File: src/rtl/svs_monitor_pkg.sv
// Shared constants and state encoding for the SVS ring-oscillator monitor sequencer.
package svs_monitor_pkg;

  localparam int unsigned SVS_NB_MONITOR    = 30;
  localparam int unsigned SVS_COUNT_W       = 16;
  localparam int unsigned SVS_TARGET_W      = 3;
  localparam int unsigned SVS_WINDOW_W      = 16;
  localparam int unsigned SVS_SETTLE_CYCLES = 4;
  localparam int unsigned SVS_MEAS_CNT_W    = 16;

  typedef enum logic [2:0] {
    IDLE,
    CLEAR,
    RUN,
    SETTLE,
    SCAN,
    DONE
  } svs_ctrl_state_e;

endpackage

File: src/rtl/svs_monitor_scan.sv
// Walks the captured monitor counts one per step, staging lo/hi flags and the minimum.
// Staged results are exposed combinationally so the final step can be committed on the same edge.
module svs_monitor_scan
  import svs_monitor_pkg::*;
#(
  parameter int unsigned NbMonitor = SVS_NB_MONITOR,
  parameter int unsigned CountW    = SVS_COUNT_W,
  parameter int unsigned IdxW      = (NbMonitor > 1) ? $clog2(NbMonitor) : 1
) (
  input  logic                        i_clk,
  input  logic                        i_rst,
  input  logic                        i_init,
  input  logic                        i_step,
  input  logic [CountW-1:0]           i_thr_lo,
  input  logic [CountW-1:0]           i_thr_hi,
  input  logic [NbMonitor-1:0]        i_mask,
  input  logic [NbMonitor*CountW-1:0] i_mon_count,
  output logic                        o_last_c,
  output logic [CountW-1:0]           o_min_count_c,
  output logic [IdxW-1:0]             o_min_idx_c,
  output logic [NbMonitor-1:0]        o_lo_flags_c,
  output logic [NbMonitor-1:0]        o_hi_flags_c
);

  logic [IdxW-1:0]      idx_q, idx_d;
  logic [CountW-1:0]    min_q, min_d;
  logic [IdxW-1:0]      min_idx_q, min_idx_d;
  logic [NbMonitor-1:0] lo_q, lo_d;
  logic [NbMonitor-1:0] hi_q, hi_d;
  logic [CountW-1:0]    cur;

  assign o_last_c = (idx_q == IdxW'(NbMonitor - 1));

  always_comb begin
    idx_d     = idx_q;
    min_d     = min_q;
    min_idx_d = min_idx_q;
    lo_d      = lo_q;
    hi_d      = hi_q;
    cur       = i_mon_count[int'(idx_q)*CountW +: CountW];
    if (i_init) begin
      idx_d     = '0;
      min_d     = '1;
      min_idx_d = '0;
      lo_d      = '0;
      hi_d      = '0;
    end else if (i_step) begin
      // Masked monitors still consume their slot but leave results untouched
      if (!i_mask[idx_q]) begin
        if (cur < i_thr_lo) lo_d[idx_q] = 1'b1;
        if (cur > i_thr_hi) hi_d[idx_q] = 1'b1;
        if (cur < min_q) begin
          min_d     = cur;
          min_idx_d = idx_q;
        end
      end
      idx_d = o_last_c ? '0 : idx_q + IdxW'(1);
    end
  end

  always_ff @(posedge i_clk) begin
    if (i_rst) begin
      idx_q     <= '0;
      min_q     <= '1;
      min_idx_q <= '0;
      lo_q      <= '0;
      hi_q      <= '0;
    end else begin
      idx_q     <= idx_d;
      min_q     <= min_d;
      min_idx_q <= min_idx_d;
      lo_q      <= lo_d;
      hi_q      <= hi_d;
    end
  end

  assign o_min_count_c = min_d;
  assign o_min_idx_c   = min_idx_d;
  assign o_lo_flags_c  = lo_d;
  assign o_hi_flags_c  = hi_d;

endmodule

File: src/rtl/svs_monitor_ctrl.sv
// SVS measurement sequencer: clear, gate monitors for a window, settle, scan, report.
// Control outputs are registered from the next state so they line up with the state they describe.
module svs_monitor_ctrl
  import svs_monitor_pkg::*;
#(
  parameter int unsigned NbMonitor    = SVS_NB_MONITOR,
  parameter int unsigned CountW       = SVS_COUNT_W,
  parameter int unsigned TargetW      = SVS_TARGET_W,
  parameter int unsigned WindowW      = SVS_WINDOW_W,
  parameter int unsigned SettleCycles = SVS_SETTLE_CYCLES,
  parameter int unsigned IdxW         = (NbMonitor > 1) ? $clog2(NbMonitor) : 1
) (
  input  logic                        i_clk,
  input  logic                        i_rst,
  input  logic                        i_start,
  input  logic                        i_stop,
  input  logic                        i_cont,
  input  logic [TargetW-1:0]          i_target,
  input  logic [WindowW-1:0]          i_window,
  input  logic [CountW-1:0]           i_thr_lo,
  input  logic [CountW-1:0]           i_thr_hi,
  input  logic [NbMonitor-1:0]        i_mask,
  input  logic [NbMonitor*CountW-1:0] i_mon_count,
  output logic                        o_mon_clear,
  output logic                        o_mon_en,
  output logic [TargetW-1:0]          o_mon_target,
  output logic                        o_busy,
  output logic                        o_done,
  output logic [CountW-1:0]           o_min_count,
  output logic [IdxW-1:0]             o_min_idx,
  output logic [NbMonitor-1:0]        o_lo_flags,
  output logic [NbMonitor-1:0]        o_hi_flags,
  output logic                        o_alarm,
  output logic [15:0]                 o_meas_cnt
);

  localparam int unsigned MeasW   = SVS_MEAS_CNT_W;
  localparam int unsigned SettleW = $clog2(SettleCycles + 1);
  localparam int unsigned CntW    = (WindowW > SettleW) ? WindowW : SettleW;

  svs_ctrl_state_e      state_q, state_d;
  logic [CntW-1:0]      cnt_q, cnt_d;
  logic                 cont_q, cont_d;
  logic [WindowW-1:0]   window_q, window_d;
  logic [CountW-1:0]    thr_lo_q, thr_lo_d;
  logic [CountW-1:0]    thr_hi_q, thr_hi_d;
  logic [NbMonitor-1:0] mask_q, mask_d;
  logic [TargetW-1:0]   target_q, target_d;

  logic                 mon_clear_q, mon_clear_d;
  logic                 mon_en_q, mon_en_d;
  logic                 busy_q, busy_d;
  logic                 done_q, done_d;
  logic [CountW-1:0]    min_count_q, min_count_d;
  logic [IdxW-1:0]      min_idx_q, min_idx_d;
  logic [NbMonitor-1:0] lo_flags_q, lo_flags_d;
  logic [NbMonitor-1:0] hi_flags_q, hi_flags_d;
  logic                 alarm_q, alarm_d;
  logic [MeasW-1:0]     meas_cnt_q, meas_cnt_d;

  logic                 scan_init, scan_step, scan_last;
  logic [CountW-1:0]    scan_min;
  logic [IdxW-1:0]      scan_idx;
  logic [NbMonitor-1:0] scan_lo, scan_hi;
  logic [CntW-1:0]      run_load;

  // A zero window still runs the monitors for one cycle
  assign run_load = (window_q == '0) ? '0 : CntW'(window_q - WindowW'(1));

  always_comb begin
    state_d   = state_q;
    cnt_d     = cnt_q;
    cont_d    = cont_q;
    window_d  = window_q;
    thr_lo_d  = thr_lo_q;
    thr_hi_d  = thr_hi_q;
    mask_d    = mask_q;
    target_d  = target_q;
    scan_init = 1'b0;
    scan_step = 1'b0;
    case (state_q)
      IDLE: begin
        if (i_start && !i_stop) begin
          cont_d   = i_cont;
          window_d = i_window;
          thr_lo_d = i_thr_lo;
          thr_hi_d = i_thr_hi;
          mask_d   = i_mask;
          target_d = i_target;
          state_d  = CLEAR;
        end
      end
      CLEAR: begin
        scan_init = 1'b1;
        cnt_d     = run_load;
        state_d   = RUN;
      end
      RUN: begin
        if (cnt_q == '0) begin
          cnt_d   = CntW'(SettleCycles - 1);
          state_d = SETTLE;
        end else begin
          cnt_d = cnt_q - CntW'(1);
        end
      end
      SETTLE: begin
        if (cnt_q == '0) state_d = SCAN;
        else             cnt_d   = cnt_q - CntW'(1);
      end
      SCAN: begin
        scan_step = 1'b1;
        if (scan_last) state_d = DONE;
      end
      DONE:    state_d = (cont_q && !i_stop) ? CLEAR : IDLE;
      default: state_d = IDLE;
    endcase
    if (i_stop && (state_q inside {CLEAR, RUN, SETTLE, SCAN})) state_d = IDLE;
  end

  // Output staging: results and the measurement counter move only on entry to DONE
  always_comb begin
    mon_clear_d = (state_d == CLEAR);
    mon_en_d    = (state_d == RUN);
    busy_d      = (state_d != IDLE);
    done_d      = (state_d == DONE);
    min_count_d = min_count_q;
    min_idx_d   = min_idx_q;
    lo_flags_d  = lo_flags_q;
    hi_flags_d  = hi_flags_q;
    alarm_d     = alarm_q;
    meas_cnt_d  = meas_cnt_q;
    if (state_d == DONE) begin
      min_count_d = scan_min;
      min_idx_d   = scan_idx;
      lo_flags_d  = scan_lo;
      hi_flags_d  = scan_hi;
      alarm_d     = |(scan_lo | scan_hi);
      meas_cnt_d  = meas_cnt_q + MeasW'(1);
    end
  end

  always_ff @(posedge i_clk) begin
    if (i_rst) begin
      state_q     <= IDLE;
      cnt_q       <= '0;
      cont_q      <= 1'b0;
      window_q    <= '0;
      thr_lo_q    <= '0;
      thr_hi_q    <= '0;
      mask_q      <= '0;
      target_q    <= '0;
      mon_clear_q <= 1'b0;
      mon_en_q    <= 1'b0;
      busy_q      <= 1'b0;
      done_q      <= 1'b0;
      min_count_q <= '0;
      min_idx_q   <= '0;
      lo_flags_q  <= '0;
      hi_flags_q  <= '0;
      alarm_q     <= 1'b0;
      meas_cnt_q  <= '0;
    end else begin
      state_q     <= state_d;
      cnt_q       <= cnt_d;
      cont_q      <= cont_d;
      window_q    <= window_d;
      thr_lo_q    <= thr_lo_d;
      thr_hi_q    <= thr_hi_d;
      mask_q      <= mask_d;
      target_q    <= target_d;
      mon_clear_q <= mon_clear_d;
      mon_en_q    <= mon_en_d;
      busy_q      <= busy_d;
      done_q      <= done_d;
      min_count_q <= min_count_d;
      min_idx_q   <= min_idx_d;
      lo_flags_q  <= lo_flags_d;
      hi_flags_q  <= hi_flags_d;
      alarm_q     <= alarm_d;
      meas_cnt_q  <= meas_cnt_d;
    end
  end

  svs_monitor_scan #(
    .NbMonitor (NbMonitor),
    .CountW    (CountW),
    .IdxW      (IdxW)
  ) u_scan (
    .i_clk         (i_clk),
    .i_rst         (i_rst),
    .i_init        (scan_init),
    .i_step        (scan_step),
    .i_thr_lo      (thr_lo_q),
    .i_thr_hi      (thr_hi_q),
    .i_mask        (mask_q),
    .i_mon_count   (i_mon_count),
    .o_last_c      (scan_last),
    .o_min_count_c (scan_min),
    .o_min_idx_c   (scan_idx),
    .o_lo_flags_c  (scan_lo),
    .o_hi_flags_c  (scan_hi)
  );

  assign o_mon_clear  = mon_clear_q;
  assign o_mon_en     = mon_en_q;
  assign o_mon_target = target_q;
  assign o_busy       = busy_q;
  assign o_done       = done_q;
  assign o_min_count  = min_count_q;
  assign o_min_idx    = min_idx_q;
  assign o_lo_flags   = lo_flags_q;
  assign o_hi_flags   = hi_flags_q;
  assign o_alarm      = alarm_q;
  assign o_meas_cnt   = meas_cnt_q;

endmodule

File: config.mk
export PLATFORM = sky130hd
export DESIGN_NAME = svs_monitor_ctrl
export DESIGN_NICKNAME = d
export VERILOG_FILES = /design/src/rtl/svs_monitor_pkg.sv /design/src/rtl/svs_monitor_scan.sv /design/src/rtl/svs_monitor_ctrl.sv
export SDC_FILE = /design/constraint.sdc
export NUM_CORES = 1
export LEC_CHECK = 0
export ABC_AREA = 1
export BUFFER_PORTS_ARGS = -buffer_cell sky130_fd_sc_hd__buf_4
export CORE_AREA = 2 2 258 260
export DETAILED_ROUTE_END_ITERATION = 6
export DIE_AREA = 0 0 260 262
export GPL_ROUTABILITY_DRIVEN = 0
export SLEW_MARGIN = 0
export SYNTH_ARGS = -nofsm -noshare
export SYNTH_HDL_FRONTEND = slang
export SYNTH_SLANG_ARGS = --single-unit
File: constraint.sdc
create_clock -name i_clk -period 8.57 [get_ports i_clk]
set_input_delay 1.714 -clock i_clk [delete_from_list [all_inputs] [get_ports i_clk]]
set_output_delay 1.714 -clock i_clk [all_outputs]
set_load 0.1 [all_outputs]
* Yosys cells after proc, flatten, opt, wreduce, memory -nomap -nowiden *
Cells that the tools add are included.

word-level totals
  flip-flop bits (word level) = 289
  input port bits = 566
  output and inout bits = 105
  logic and storage cells = 95

operators by class
  add/sub/neg operators = 4
  order comparisons = 5
  equal/unequal tests = 10
  shift-type cells = 1
  muxes and demuxes = 34
  bitwise operators = 3
  reduce and logical (&&, ||, !) cells = 15

operators with widths
  operator                                                                             number
  480-bit by 10-bit variable part select with 16-bit output                            1
  30-bit two-way mux                                                                   8
  16-bit two-way mux                                                                   7
  30-bit bitwise OR                                                                    3
  16-bit case mux with 3 select lines                                                  1
  16-bit zero test                                                                     2
  16-bit < comparator                                                                  2
  16-bit by 1-bit subtractor with 16-bit output, second input constant                 2
  30-bit OR reduction                                                                  1
  5-bit two-way mux                                                                    5
  3-bit case mux with 6 select lines                                                   1
  16-bit by 1-bit adder with 16-bit output, second input constant                      1
  16-bit greater-than comparator                                                       1
  3-bit two-way mux                                                                    5
  3-bit by 2-bit == test with 1-bit output, second input constant                      3
  3-bit == test, second input constant                                                 3
  3-bit by 1-bit == test with 1-bit output, second input constant                      2
  5-bit by 6-bit < comparator with 1-bit output, second input constant                 1
  3-bit nonzero test                                                                   2
  5-bit by 1-bit adder with 5-bit output, second input constant                        1
  1-bit binary-select mux with 5-bit select                                            1
  1-bit demux with 5-bit select                                                        1
  5-bit == test, second input constant                                                 1
  5-bit by 1-bit greater-or-equal comparator with 1-bit output, second input constant  1
  other kinds (8)                                                                      16

* Depth between registers and ports, before layout *
  word-level depth = 11
  gate-level depth with buffers = 33
  gate-level depth less buffers = 32

* Modules after synthesis *
Synthesis repeated with hierarchy kept, for this count alone.

second synthesis, totals
  cell total of the unflattened synthesis = 2768
  area total of the unflattened synthesis = 17953.5 um2

modules (own cells, without submodules)
  module            instances  cells an instance  area an instance (um2)  seq. area each (um2)
  svs_monitor_scan  1          1615               9441.6                  1721.7
  svs_monitor_ctrl  1          1153               8511.9                  4063.9

* Worst setup path before layout *
Ideal clock, no wire load.

  kind = in2reg
  start point = input i_mon_count[285]
  end point = register alarm_q, in the netlist o_alarm
  library setup time = 0.071 ns
  arrival = 4.505 ns
  data required time = 8.499 ns
  path slack = 3.994 ns
  stages = 17
  path buffers = 1
  cells stage by stage = o21ai_0 > o22ai_1 > a22o_1 > a221oi_1 > nand4_1 > ha_1 > a21o_1 > a2111oi_2 > buf_1 > nand3_1 > nand2_1 > nor2_1 > nand2_1 > nor2_1 > nand2_1 > nand2_1 > a21oi_1

on the way
  cells in the longest elaborated chain, start to end = 8
  elaborated cells between the ends (all ways) = 13
  classes of those cells = 2 x order compare; 1 x shift; 8 x mux; 1 x bitwise; 1 x reduce/logical

ends and longest elaborated chain
  element                                                                RTL line                                        source
  start: declaration                                                     svs_monitor_ctrl.sv:23                          input logic [NbMonitor*CountW-1:0] i_mon_count,
  480-bit by 10-bit variable part select with 16-bit output *            svs_monitor_scan.sv:40                          cur = i_mon_count[int'(idx_q)*CountW +: CountW];
  16-bit < comparator or 16-bit greater-than comparator (tied branches)  svs_monitor_scan.sv:50, svs_monitor_scan.sv:51
  30-bit two-way mux, on equally long branches                           svs_monitor_scan.sv:50, svs_monitor_scan.sv:51
  30-bit two-way mux                                                     svs_monitor_scan.sv:49                          if (!i_mask[idx_q]) begin
  30-bit two-way mux                                                     svs_monitor_scan.sv:47                          end else if (i_step) begin
  30-bit two-way mux                                                     svs_monitor_scan.sv:41                          if (i_init) begin
  30-bit bitwise OR *                                                    svs_monitor_ctrl.sv:137                         alarm_d = |(scan_lo | scan_hi);
  30-bit OR reduction *                                                  svs_monitor_ctrl.sv:137
  end signal: assignment                                                 svs_monitor_ctrl.sv:179                         alarm_q <= alarm_d;
  end: declaration                                                       svs_monitor_ctrl.sv:58                          logic alarm_q, alarm_d;

Mark *: on every way between the ends. The rest lies on a longest branch, timed or not.
A chain may end at the register's enable or synchronous reset.

* Worst setup path in the final report *
  start point = register u_scan.idx_q[0]
  end point = register alarm_q, in the netlist o_alarm

on the way
  cells in the longest elaborated chain, start to end = 11
  elaborated cells between the ends (all ways) = 27
  classes of those cells = 4 x order compare; 2 x eq/ne; 1 x shift; 15 x mux; 3 x bitwise; 2 x reduce/logical

ends and longest elaborated chain
  element                                                                       RTL line                source
  start: declaration                                                            svs_monitor_scan.sv:25  logic [IdxW-1:0] idx_q, idx_d;
  start signal: assignment                                                      svs_monitor_scan.sv:69  idx_q <= idx_d;
  parallel branches: the longest is 11 deep, another holds 16-bit < comparator  -

Several ways; the timed one is not identified. The select of a mux whose other input is x is not followed.

==> metrics.txt <==
# TYPE chip_impl_metric gauge
chip_impl_info{name="run_status",value="finished clean"} 1
chip_impl_metric{name="place_worst_setup_slack",unit="ps"} 1690
chip_impl_metric{name="worst-path-max-fanout",unit=""} 155
chip_impl_metric{name="area_delta_synth_final",unit="%"} 39.1
chip_impl_info{name="cts_tree",value="yes"} 1
chip_impl_metric{name="start_util",unit="%"} 26.4
chip_impl_info{name="rsz0062_at_grt",value="false"} 1
chip_impl_metric{name="synth_top_area_share",unit="%"} 33.5
chip_impl_info{name="yosys_most_used_dff",value="sky130_fd_sc_hd__dfxtp_1"} 1
chip_impl_metric{name="io_buffers",unit=""} 670
chip_impl_metric{name="totalPowerFinal",unit="mW"} 3.56
chip_impl_metric{name="fmax",unit="MHz"} 152
chip_impl_metric{name="design.final.nets",unit=""} 3829
chip_impl_info{name="synth_common_cells",value="sky130_fd_sc_hd__nor2_1, sky130_fd_sc_hd__nand2_1, sky130_fd_sc_hd__o21ai_0, sky130_fd_sc_hd__dfxtp_1, sky130_fd_sc_hd__inv_1"} 1
chip_impl_metric{name="max-vdd-ir-drop",unit="mV"} 0.136
chip_impl_info{name="worst_setup_path_start_kind",value="register"} 1
chip_impl_metric{name="setup_clock_skew_after_layout",unit="ps"} 26.3
chip_impl_metric{name="detail_route.iter0.violations",unit=""} 1727
chip_impl_metric{name="post_drt_wl_per_cell",unit="µm"} 20.9
chip_impl_metric{name="power.share.combinational",unit="%"} 18.9
chip_impl_metric{name="die-height",unit="µm"} 262
chip_impl_metric{name="power_density",unit="mW/mm²"} 148
chip_impl_metric{name="seq_power_share",unit="%"} 39.9
chip_impl_metric{name="synth-seq-area-share",unit="%"} 33.5
chip_impl_metric{name="synth_edf_count",unit=""} 0
chip_impl_metric{name="cts_setup_buffers",unit=""} 0
chip_impl_metric{name="power_report.internal_total",unit="mW"} 2.57
chip_impl_metric{name="cts-root-to-sink-buffers",unit=""} 3
chip_impl_metric{name="final_layout_size_suffix_gt1_share",unit="%"} 24.7
chip_impl_metric{name="grt_use_total",unit="%"} 23.8
chip_impl_metric{name="clk_latency",unit="ps"} 590
chip_impl_info{name="synthDominantAreaCellType",value="sky130_fd_sc_hd__dfxtp_1"} 1
chip_impl_metric{name="fin_tns_setup",unit="ps"} 0
chip_impl_metric{name="switching_share",unit="%"} 27.8
chip_impl_metric{name="antenna_violating_nets_post_route",unit=""} 0
chip_impl_metric{name="post_cts_resized",unit=""} 0
chip_impl_metric{name="number_of_global_route_vias_before_repair",unit=""} 18800
chip_impl_metric{name="final.min_clock_period",unit="ps"} 6600
chip_impl_metric{name="netSwitchingPower",unit="mW"} 0.987
chip_impl_metric{name="grt.overflow.total",unit=""} 0
chip_impl_metric{name="critPathArrivalTime",unit="ps"} 7120
chip_impl_metric{name="std_cell_rows",unit=""} 94
chip_impl_metric{name="async_flop_share",unit="%"} 0
chip_impl_metric{name="firstDrtPassIters",unit=""} 6
chip_impl_metric{name="drv.max_cap_violation_count",unit=""} 0
chip_impl_metric{name="finalMaxSlewViolations",unit=""} 0
chip_impl_metric{name="die_area",unit="mm²"} 0.0681
chip_impl_metric{name="drt_via_density",unit=""} 4.91
chip_impl_metric{name="synthCells",unit=""} 2667
chip_impl_info{name="yosys.cell_count.top_type",value="sky130_fd_sc_hd__nor2_1"} 1
chip_impl_metric{name="tritoncts.num_buffers",unit=""} 31
chip_impl_info{name="synth.top_cells.by_area",value="sky130_fd_sc_hd__dfxtp_1, sky130_fd_sc_hd__o21ai_0, sky130_fd_sc_hd__nor2_1"} 1
chip_impl_metric{name="clock_sink_total",unit=""} 289
chip_impl_metric{name="tightest_slew_margin_relative_to_the_limit",unit="%"} 24.4
chip_impl_metric{name="hold_violations",unit=""} 0
chip_impl_metric{name="static-leakage-power",unit="nW"} 11.2
chip_impl_metric{name="synth_area_per_cell",unit="µm²"} 6.47
chip_impl_metric{name="synth-seq-cells",unit=""} 289
chip_impl_metric{name="grt_pass1_wl",unit="mm"} 122
chip_impl_metric{name="critical_path_required",unit="ps"} 9090
chip_impl_metric{name="post-route-worst-setup-slack",unit="ps"} 1970
chip_impl_info{name="worst-setup-path-type",value="reg -> reg"} 1
chip_impl_metric{name="drt_drc_violations_left",unit=""} 0
chip_impl_metric{name="cts.clk_slew.worst_paths",unit="ps"} 70
chip_impl_metric{name="cts_hold_repair.buffers",unit=""} 0
chip_impl_metric{name="synthDistinctLibCells",unit=""} 50
chip_impl_metric{name="die-width",unit="µm"} 260
chip_impl_metric{name="clock_power_share",unit="%"} 41.1
chip_impl_metric{name="grt_max_degree",unit=""} 156
chip_impl_metric{name="area_of_the_placeable_core",unit="mm²"} 0.0653
chip_impl_metric{name="ioPinCount",unit=""} 671
chip_impl_info{name="min-delay-path-class",value="reg -> reg"} 1
chip_impl_metric{name="setup_viol",unit=""} 0
chip_impl_metric{name="syn-cell-area",unit="mm²"} 0.0173
chip_impl_metric{name="period_share",unit="%"} 77.0
chip_impl_metric{name="initial_antenna_violation_count",unit=""} 8
chip_impl_metric{name="n_fill_cell",unit=""} 7087
chip_impl_metric{name="cts.htree.levels",unit=""} 1
chip_impl_metric{name="routed_wl",unit="mm"} 85.6
chip_impl_metric{name="tightestPinTransition",unit="ps"} 1130
chip_impl_info{name="worst_setup_path_end_kind",value="register"} 1
chip_impl_info{name="ctsRootBufferMaster",value="sky130_fd_sc_hd__clkbuf_16"} 1
chip_impl_metric{name="dr_total_vias",unit=""} 20100
chip_impl_metric{name="yosysWarnings",unit=""} 0
chip_impl_metric{name="dpl.hpwl",unit="mm"} 65.7
chip_impl_metric{name="syn-num-nets",unit=""} 3286
==> per-layer routing <==
layer,GRT usage [%],wire [µm]
met4,3.35,1180
met3,6.77,7790
met2,37.5,37800
met1,33.0,38800
met5,0,32
==> sequential cells by signal, summed over array words and instances (netlist names), 3 cells and up <==
| signal | count |
|---|---|
| cnt_q | 16 |
| o_mon_target | 3 |
| o_hi_flags | 30 |
| u_scan.min_q | 16 |
| thr_hi_q | 16 |
| o_meas_cnt | 16 |
| o_min_idx | 5 |
| thr_lo_q | 16 |
| o_min_count | 16 |
| u_scan.lo_q | 30 |
| state_q | 3 |
| mask_q | 30 |
| u_scan.min_idx_q | 5 |
| o_lo_flags | 30 |
| window_q | 16 |
| u_scan.idx_q | 5 |
| u_scan.hi_q | 30 |
==> logic make-up after synthesis <==
kind of cell	count (synthesis)	synth area share [%]
AND/OR/NAND/NOR	1119	27.3
buffers and inverters	438	9.96
AO/OA/AOI/OAI	750	24.5
XOR/XNOR	18	0.913
flip-flops	289	33.5
adder cells (fa/ha/maj)	53	3.84
==> critical path: stages, from the launching register on <==
cell and delay [ps]:
sky130_fd_sc_hd__dfxtp_4 810, sky130_fd_sc_hd__inv_8 360, sky130_fd_sc_hd__buf_4 550, sky130_fd_sc_hd__nor2_1 390, sky130_fd_sc_hd__o22ai_1 200, sky130_fd_sc_hd__a221oi_1 690
sky130_fd_sc_hd__nand4_1 500, sky130_fd_sc_hd__ha_1 450, sky130_fd_sc_hd__nand2_1 50, sky130_fd_sc_hd__inv_1 60, sky130_fd_sc_hd__o21ai_0 70, sky130_fd_sc_hd__nand2_1 70
sky130_fd_sc_hd__nand2_1 50, sky130_fd_sc_hd__nand2_1 50, sky130_fd_sc_hd__nand2_1 130, sky130_fd_sc_hd__a21oi_2 860, sky130_fd_sc_hd__nand4_1 190, sky130_fd_sc_hd__nand2_1 140
sky130_fd_sc_hd__nor2_1 50, sky130_fd_sc_hd__nand3_1 90, sky130_fd_sc_hd__nand2_1 60, sky130_fd_sc_hd__nand2_1 70, sky130_fd_sc_hd__nor2_1 50, sky130_fd_sc_hd__nand2_1 60
sky130_fd_sc_hd__nor2_1 40, sky130_fd_sc_hd__nand2_1 50, sky130_fd_sc_hd__nor2_1 40, sky130_fd_sc_hd__a21oi_1 110
==> final timing paths <==
| path | from | end | slack [ps] | cells past startpoint |
|---|---|---|---|---|
| max | u_scan.idx_q[0]$_SDFFE_PP0P_ | o_alarm$_SDFFE_PP0P_ | 1970 | 27 |
| min | mask_q[14]$_SDFFE_PP0P_ | mask_q[14]$_SDFFE_PP0P_ | 450 | 2 |
| max reg2reg | u_scan.idx_q[0]$_SDFFE_PP0P_ | o_alarm$_SDFFE_PP0P_ | 1970 | 27 |
| min reg2reg | mask_q[14]$_SDFFE_PP0P_ | mask_q[14]$_SDFFE_PP0P_ | 450 | 2 |
==> metrics by stage <==
stage,instances,cell area (µm²),util (%),hold slack (ps)
after floorplan,2667,17300,-,423
after global placement,4041,22900,35.1,439
after detailed placement,4041,22900,35.1,441
after CTS,4098,24000,36.8,448
after global routing,4100,24000,36.8,474
final,4101,24000,36.8,447
==> area by class of cell <==
class	count	area, µm²	share of cell area (%)
well taps	864	1080	4.50
multi-input cells	1940	9810	40.9
inverters	248	943	3.93
diodes	3	7.51	0.0313
flip-flops and latches	289	5790	24.1
clock buffers	45	898	3.74
repair buffers	700	5270	21.9
clock inverters	12	195	0.813
==> layout by cell type (no fill, tap or decap), drive strengths merged, types with 3 or more instances in the layout <==
cell,synthesis,layout
buf,56,700
nor2,490,490
nand2,405,405
o21ai,403,403
dfxtp,289,289
inv,246,247
nand3,133,133
a21oi,131,131
o22ai,109,109
ha,53,53
clkbuf,134,45
nand4,44,44
a221oi,23,23
o21bai,22,22
nor3,20,20
or2,16,16
a22o,15,15
a22oi,15,15
xor2,14,14
a31oi,10,10
o211ai,7,7
clkinv,2,7
nand3b,6,6
a211oi,5,5
bufinv,0,5
xnor2,4,4
diode,0,3
nor4,3,3
==> power by group through the flow <==
| stage | sequential, mW | combinational, mW | clock (mW) |
|---|---|---|---|
| floorplan | 1.46 | 0.331 | 0 |
| finish | 1.42 | 0.673 | 1.46 |
| CTS | 1.42 | 0.674 | 1.49 |
| global route | 1.43 | 0.744 | 1.55 |
| global placement | 1.45 | 0.665 | 0 |
| detailed placement | 1.45 | 0.671 | 0 |
No activity file was read; power rests on OpenSTA's default activity.
